[src/rtl/lp805x_sfrfifo.sv]
// SFR-mapped 4-entry transmit FIFO for the lp805x core.
// Core pushes bytes through DATA_ADDR; a downstream block drains them over valid/ready.
module lp805x_sfrfifo #(
  parameter logic [7:0] DATA_ADDR = 8'hE9,
  parameter logic [7:0] STAT_ADDR = 8'hE8
) (
  input  logic        clk,
  input  logic        rst,
  input  logic [28:0] sfr_bus,
  input  logic        load,
  output logic [8:0]  sfr_ret,
  output logic [7:0]  out_data,
  output logic        out_valid,
  input  logic        out_ready,
  output logic        irq
);

  typedef struct packed {
    logic [7:0] wr_addr;
    logic [7:0] rd_addr;
    logic [7:0] data_in;
    logic       wr;
    logic       rd;
    logic       bit_in;
    logic       wr_bit;
    logic       rd_bit;
  } sfr_req_t;

  sfr_req_t   req;
  logic [7:0] mem [4];
  logic [1:0] rd_ptr, wr_ptr;
  logic [2:0] count, count_nxt;
  logic       ovf, ie;
  logic       full, empty, pop, push_req, accept;
  logic       stat_byte_wr, stat_bit_wr, flush, ovf_clr, ie_wr, ie_val;
  logic [7:0] status, data_out;
  logic       bit_out;

  assign req   = sfr_req_t'(sfr_bus);
  assign full  = (count == 3'd4);
  assign empty = (count == 3'd0);

  assign out_valid = !empty;
  assign out_data  = empty ? 8'h00 : mem[rd_ptr];
  assign irq       = ie & empty;
  assign status    = {1'b0, ovf, ie, count, full, empty};

  assign pop      = out_valid & out_ready;
  assign push_req = load & req.wr & !req.wr_bit & (req.wr_addr == DATA_ADDR);
  // A simultaneous pop frees a slot, so a push into a full FIFO still lands.
  assign accept   = push_req & (!full | pop);

  assign stat_byte_wr = load & req.wr & !req.wr_bit & (req.wr_addr == STAT_ADDR);
  assign stat_bit_wr  = load & req.wr_bit & (req.wr_addr[7:3] == STAT_ADDR[7:3]);

  always_comb begin
    flush   = 1'b0;
    ovf_clr = 1'b0;
    ie_wr   = 1'b0;
    ie_val  = 1'b0;
    if (stat_byte_wr) begin
      flush   = req.data_in[7];
      ovf_clr = !req.data_in[6];
      ie_wr   = 1'b1;
      ie_val  = req.data_in[5];
    end else if (stat_bit_wr) begin
      flush   = (req.wr_addr[2:0] == 3'd7) &  req.bit_in;
      ovf_clr = (req.wr_addr[2:0] == 3'd6) & !req.bit_in;
      ie_wr   = (req.wr_addr[2:0] == 3'd5);
      ie_val  = req.bit_in;
    end
  end

  always_comb begin
    count_nxt = count + {2'b00, accept} - {2'b00, pop};
    if (flush) count_nxt = 3'd0;
  end

  always_ff @(posedge clk) begin
    if (accept) mem[wr_ptr] <= req.data_in;
  end

  always_ff @(posedge clk or posedge rst) begin
    if (rst) begin
      rd_ptr <= 2'd0;
      wr_ptr <= 2'd0;
      count  <= 3'd0;
      ovf    <= 1'b0;
      ie     <= 1'b0;
    end else begin
      count <= count_nxt;
      if (flush) begin
        rd_ptr <= 2'd0;
        wr_ptr <= 2'd0;
      end else begin
        if (pop)    rd_ptr <= rd_ptr + 2'd1;
        if (accept) wr_ptr <= wr_ptr + 2'd1;
      end
      if (push_req && !accept) ovf <= 1'b1;
      else if (ovf_clr)        ovf <= 1'b0;
      if (ie_wr) ie <= ie_val;
    end
  end

  // Non-matching reads return zero so several peripherals can be OR-combined.
  always_comb begin
    data_out = 8'h00;
    bit_out  = 1'b0;
    if (req.rd && !req.rd_bit) begin
      if (req.rd_addr == DATA_ADDR)      data_out = out_data;
      else if (req.rd_addr == STAT_ADDR) data_out = status;
    end
    if (req.rd_bit && (req.rd_addr[7:3] == STAT_ADDR[7:3]))
      bit_out = status[req.rd_addr[2:0]];
  end

  always_ff @(posedge clk or posedge rst) begin
    if (rst)       sfr_ret <= 9'h000;
    else if (load) sfr_ret <= {data_out, bit_out};
  end

endmodule

[config.mk]
export PLATFORM = sky130hd
export DESIGN_NAME = lp805x_sfrfifo
export DESIGN_NICKNAME = d
export VERILOG_FILES = /design/src/rtl/lp805x_sfrfifo.sv
export SDC_FILE = /design/constraint.sdc
export NUM_CORES = 1
export LEC_CHECK = 0
export ABC_AREA = 1
export CAP_MARGIN = 0
export CORE_MARGIN = 5
export CORE_UTILIZATION = 45
export DETAILED_ROUTE_END_ITERATION = 8
export PLACE_DENSITY = 0.71
export SLEW_MARGIN = 10
export SYNTH_ARGS = -nofsm -noshare
export SYNTH_HDL_FRONTEND = slang
export SYNTH_SLANG_ARGS = --single-unit
[constraint.sdc]
create_clock -name clk -period 2.4 [get_ports clk]
set_clock_uncertainty 0.1 [all_clocks]
set_input_delay 0.36 -clock clk [delete_from_list [all_inputs] [get_ports clk]]
set_output_delay 0.36 -clock clk [all_outputs]
set_load 0.02 [all_outputs]
==> results.ini, run 1 <==
[power]
leakage_nw = 1.55
p_seq_frac = 0.377
power.switching_w = 0.00108
peakVddDrop_uv = 433
clockPowerShare = 0.167
p_per_area_nw_per_um2 = 804
swShare = 0.388
p_comb_frac = 0.456
p_int_w = 0.00170

[grt]
antenna_found_initial = 0
grt_max_degree = 19
grt_pass1_vias = 2103
grt_usage = 0.157
overflow = 0
grt_pass1_wl_um = 9270

[routing]
drc = 0
ant_nets = 0
vias_per_cell = 4.91
drt_iter0_markers = 92
wl_um = 5770
firstDrtPassIters = 4
routedWlPerCell_um = 13.0
via_count = 2169

[sta]
slew_viol_final = 0
period_share = 0.949
tightest_slew_ns = 0.748
slew_headroom = 0.501
finalSetupViolCount = 0
hold_viol = 0
rsz0062_at_grt = no
timing.setup.tns_ns = 0
min_period_ns = 2.28
holdWs_ns = 0.387
fmax_mhz = 439

[clock_tree]
clock_sinks = 50
htree_levels = 2
clkTransAtPathRegs_ns = 0.09
clk-insertion-delay-late_ns = 0.29
cts_tree = done
cts_root_buf = clkbuf_8
post_cts_buffers = 0
cts_buffers = 5
holdBufCountCts = 0
clk_path_buf_depth = 2

[hold_path]
hold_class = input pin to async pin

[finish]
final_nets = 406
area_delta_synth_final_pct = 31.0
layout-drive-gt1-share = 0.155
antenna_cells = 0

[worst_setup_path]
worstSetupEndpointType = flip-flop
critPathMaxStageDelay_ns = 0.46
cp_slowest_cell = dfrtp_1
cp_num_buf_inv = 3
path_delay_family = adder cells
path_depth = 11
arrival_ns = 2.36
r2r_start = count[0]
reg2reg_slack_ns = 0.12
critical_path.max_fanout = 8
endpoint = count[2]
worstSetupPathType = flip-flop to flip-flop
worstPathRequired_ns = 2.49
crit_start = count[0]
critPathLaunchType = flip-flop
reg2reg_to = count[2]
rr_worst_depth = 11
path_cells = nor2_4, nand2_4, inv_4, nor2_4, ha_1, inv_1, ha_1, inv_1, fa_1, xor2_1, nor2_1

[die]
core_area_sq_um = 5820
pin_count = 52
start_util = 0.455
die-width_um = 86.7
row_count = 28
die_y_um = 86.7
dieArea_sq_um = 7510

[synth]
synth-seq-cells = 50
syn_area_per_cell_sq_um = 9.12
post_synth_instance_area_sq_um = 2650
seq_area_frac_synth = 0.534
ys_types = 29
synthCells = 290
syn-num-nets = 330
synth_warnings = 0

[placement]
post-dp-hpwl_um = 4570
io_buffers = 51
gp_congestion = 0.790

[job]
cap_violations = 0

[status]
outcome = completed

## stage by stage
stage	total power [W]	instances	area [sq um]	setup slack, ns	utilization
finish	0.00279	442	3460	0.123	0.596
global route	0.00297	442	3460	0.0237	0.596
CTS	0.00280	442	3450	0.0113	0.594
detailed placement	0.00241	434	3370	-0.193	0.580
global placement	0.00237	434	3370	-0.106	0.580
floorplan	0.00185	290	2650	0.302	-
## what timing repair did
action | 4_1_cts | 5_1_grt
pin swaps | 0 | 0
setup endpoints to repair | 7 | 3
gates resized for setup | 8 | 5
## synth_stat cells (all sizes together)
master | number | area (sq um)
nor3 | 3 | 26.3
nand4 | 4 | 25.0
xor2 | 1 | 8.76
o21ai | 18 | 90.1
ha | 6 | 75.1
dfrtp | 18 | 450
clkinv | 1 | 3.75
nor2 | 55 | 277
nand3 | 31 | 183
edfxtp | 32 | 961
a21boi | 1 | 7.51
xnor2 | 1 | 8.76
nand3b | 1 | 7.51
fa | 1 | 20.0
a21oi | 10 | 50.1
nand2 | 69 | 279
inv | 33 | 124
buf | 5 | 48.8
## worst register-to-register path, delay by kind of cell (launching register included)
family,cells,cell delay (ns)
buffers and inverters,3,0.24
adder cells (fa/ha/maj),3,0.80
flip-flops,1,0.46
XOR/XNOR,1,0.18
AND/OR/NAND/NOR,4,0.41
## layer usage
layer / part of all wire / GRT usage
met1: 0.43 / 0.194
met2: 0.52 / 0.283
met3: 0.038 / 0.0219
met4: 0.012 / 0.0453
met5: 0 / 0
## layout make-up
type,count,area [sq um]
sequential,50,1410
tap,75,93.8
timing repair buffer,74,679
clock inverter,2,15.0
fill,534,2350
multi-input combinational,201,1060
inverter,34,130
clock buffer,6,72.6
## kinds of logic after synthesis
| family | Yosys count | share of synthesized area |
|---|---|---|
| xor+xnor | 2 | 0.00662 |
| simple gates | 163 | 0.301 |
| buf+inv | 39 | 0.0667 |
| compound gates | 29 | 0.0558 |
| fa+ha+maj | 7 | 0.0360 |
| flops | 50 | 0.534 |
## cells in the final DEF, fill, tap and decap left out, types with 3 or more instances in the layout
cell type,n
clkdlybuf4s50_1,42
nand2_2,3
buf_4,23
dfrtp_1,16
edfxtp_1,32
nand3_1,27
nand3_2,3
o21ai_1,11
clkbuf_8,5
nand4_1,4
nand2_1,64
inv_1,27
inv_2,5
a21oi_1,10
o21ai_0,7
nor2_2,3
nor2_4,4
dlygate4sd2_1,7
ha_1,6
nor2_1,46
## flip-flops by register name, summed over array words and instances, names as in the netlist
name     cells
rd_ptr       2
mem         32
ie           1
wr_ptr       2
sfr_ret      9
count        3
ovf          1
## worst min-delay path by stage
stage	end	cells past startpoint
final	wr_ptr[0]	2
after detailed placement	sfr_ret[0]	2
after floorplan	count[0]	1
after global routing	sfr_ret[2]	2
after CTS	sfr_ret[0]	2
after global placement	sfr_ret[8]	2
## power by group through the flow
stage,logic (W),clock network [W],registers (W)
final,0.00127,0.000466,0.00105
after global routing,0.00140,0.000507,0.00106
after CTS,0.00128,0.000476,0.00105
after detailed placement,0.00134,0,0.00106
after global placement,0.00131,0,0.00106
after floorplan,0.000822,0,0.00103
Note: power is estimated with default switching activity, not from simulation.
==> inputs of run 2 (changes only) <==
--- a/config.mk
+++ b/config.mk
@@ -8,9 +8,8 @@
 export ABC_AREA = 1
 export CAP_MARGIN = 0
 export CORE_MARGIN = 5
-export CORE_UTILIZATION = 45
+export CORE_UTILIZATION = 30
 export DETAILED_ROUTE_END_ITERATION = 8
-export PLACE_DENSITY = 0.71
 export SLEW_MARGIN = 10
 export SYNTH_ARGS = -nofsm -noshare
 export SYNTH_HDL_FRONTEND = slang
==> constraint.sdc (replaced) <==
create_clock -name clk -period 2.13 [get_ports clk]
set_clock_uncertainty 0.1 [all_clocks]
set_input_delay 0.3195 -clock clk [delete_from_list [all_inputs] [get_ports clk]]
set_output_delay 0.3195 -clock clk [all_outputs]
set_load 0.02 [all_outputs]
==> run 2 against run 1 <==
Critical path depth fell by 1. Hold slack got worse by 0.13 ns. Critical endpoint is now count[1]. Critical path type is now input pin to flip-flop. Non-clock buffer count rose by 14. Highest routed layer unchanged.
==> results.ini, run 2 (synthesis results as in run 1) <==
[status]
outcome = completed

[routing]
drc = 0
routedWlPerCell_um = 12.6
ant_nets = 0
firstDrtPassIters = 4
vias_per_cell = 4.46
drt_iter0_markers = 77
via_count = 2179
wl_um = 6170

[clock_tree]
holdBufCountCts = 0
htree_levels = 2
clock_sinks = 50
cts_root_buf = clkbuf_8
cts_tree = done
cts_buffers = 5
clk-insertion-delay-late_ns = 0.29
clk_path_buf_depth = 2
clkTransAtPathRegs_ns = 0.09

[finish]
top_regs = mem x32, sfr_ret x9, count x3
regMostFlops = mem
area_delta_synth_final_pct = 38.0
final_nets = 420
layout_common_cells = nand2_1 (62), nor2_1 (44), clkdlybuf4s50_1 (37), buf_4 (36), edfxtp_1 (32)
layout-drive-gt1-share = 0.236
instances_no_fill = 489
fillers = 836
antenna_cells = 0
final_common_cell = nand2_1
largest_reg_flops = 32

[job]
cap_violations = 0

[worst_setup_path]
path_cells = clkdlybuf4s50_1, nand2_4, nor2_8, nand3_4, ha_4, inv_2, ha_4, inv_2, fa_2, nor2_1
path_delay_family = adder cells
critPathMaxStageDelay_ns = 0.52
reg2reg_slack_ns = 0.14
critical_path.max_fanout = 2
critPathLaunchType = input pin
worstSetupPathType = input pin to flip-flop
worstPathRequired_ns = 2.25
rr_worst_depth = 10
r2r_start = count[0]
reg2reg_to = count[2]
cp_slowest_cell = clkdlybuf4s50_1
arrival_ns = 2.17
cp_num_buf_inv = 3
worstSetupEndpointType = flip-flop

[power]
peakVddDrop_uv = 302
p_per_area_nw_per_um2 = 897
power_w = 0.00327
leakage_nw = 1.63

[placement]
gp_congestion = 0.814
place_inst = 476
io_buffers = 51
post-dp-hpwl_um = 4850

[sta]
rsz0062_at_grt = no
slew_headroom = 0.816
hold_viol = 0
holdWs_ns = 0.260
timing.setup.tns_ns = 0
slew_viol_final = 0
min_period_ns = 2.05
finalSetupViolCount = 0
period_share = 0.961
fmax_mhz = 489
tightest_slew_ns = 0.275

[die]
row_count = 34
die-width_um = 104
pin_count = 52
start_util = 0.306
die_y_um = 104
core_area_sq_um = 8640
dieArea_sq_um = 10800

[grt]
grt_max_degree = 19
grt_usage = 0.117
grt_pass1_wl_um = 10300
grt_pass1_vias = 2120
antenna_found_initial = 0
overflow = 0

[hold_path]
hold_class = input pin to async pin

[run 2: cell count changes in the layout (fill, tap and decap cells not counted), sizes merged]
cell | previous run | this run
clkinv | 1 | 2
clkinvlp | 2 | 0
dlymetal6s2s | 2 | 3
buf | 23 | 37
clkbuf | 6 | 14
dlygate4sd2 | 7 | 4
clkdlybuf4s50 | 42 | 37
[run 2: what timing repair did]
action | 4_1_cts | 5_1_grt
endpoints found under the setup margin | 11 | 17
pin swaps | 8 | 6
resized for setup | 23 | 26
buffers inserted | 5 | 0
[run 2: cell type report]
cell class / instances / area [sq um] / area share
inverter: 34 / 128 / 0.0350
timing repair buffer: 88 / 759 / 0.208
clock inverter: 1 / 3.75 / 0.00103
multi-input combinational: 201 / 1110 / 0.305
tap: 108 / 135 / 0.0370
clock buffer: 7 / 96.3 / 0.0264
sequential: 50 / 1410 / 0.387
[run 2: how the worst max path moves through the flow]
stage	depth (start not counted)	slack (ns)	endpoint	startpoint
floorplan	11	0.04	count[2]	count[1]
global placement	11	-0.35	count[2]	load
detailed placement	11	-0.40	count[2]	load
CTS	6	0.002	out_data[5]	rd_ptr[0]
global route	10	0.003	count[2]	count[0]
finish	10	0.08	count[1]	sfr_bus[24]
[run 2: layer usage]
metal  share of wire  track usage  vias to the layer above
met1            0.44        0.149                      996
met2            0.50        0.199                       52
met4          0.0058       0.0305                        0
met3           0.058       0.0279                        2
met5               0            0                        -
li1                -            -                     1129
[run 2: tightest hold or removal path, stage by stage]
cell	delay (ns)
clkdlybuf4s50_1	0.40
inv_1	0.06
buf_4	0.26
[run 2: metrics by stage]
step	setup slack (ns)	util	area [sq um]
6_report	0.0831	0.423	3650
5_1_grt	0.00315	0.423	3650
4_1_cts	0.00172	0.422	3640
3_5_place_dp	-0.397	0.403	3480
3_3_place_gp	-0.352	0.403	3480
2_1_floorplan	0.0376	-	2650
[run 2: where the power goes]
part | switching [W] | total (W) | internal (W)
clock network | 0.000291 | 0.000583 | 0.000292
logic | 0.000889 | 0.00152 | 0.000632
registers | 0.0000791 | 0.00117 | 0.00109
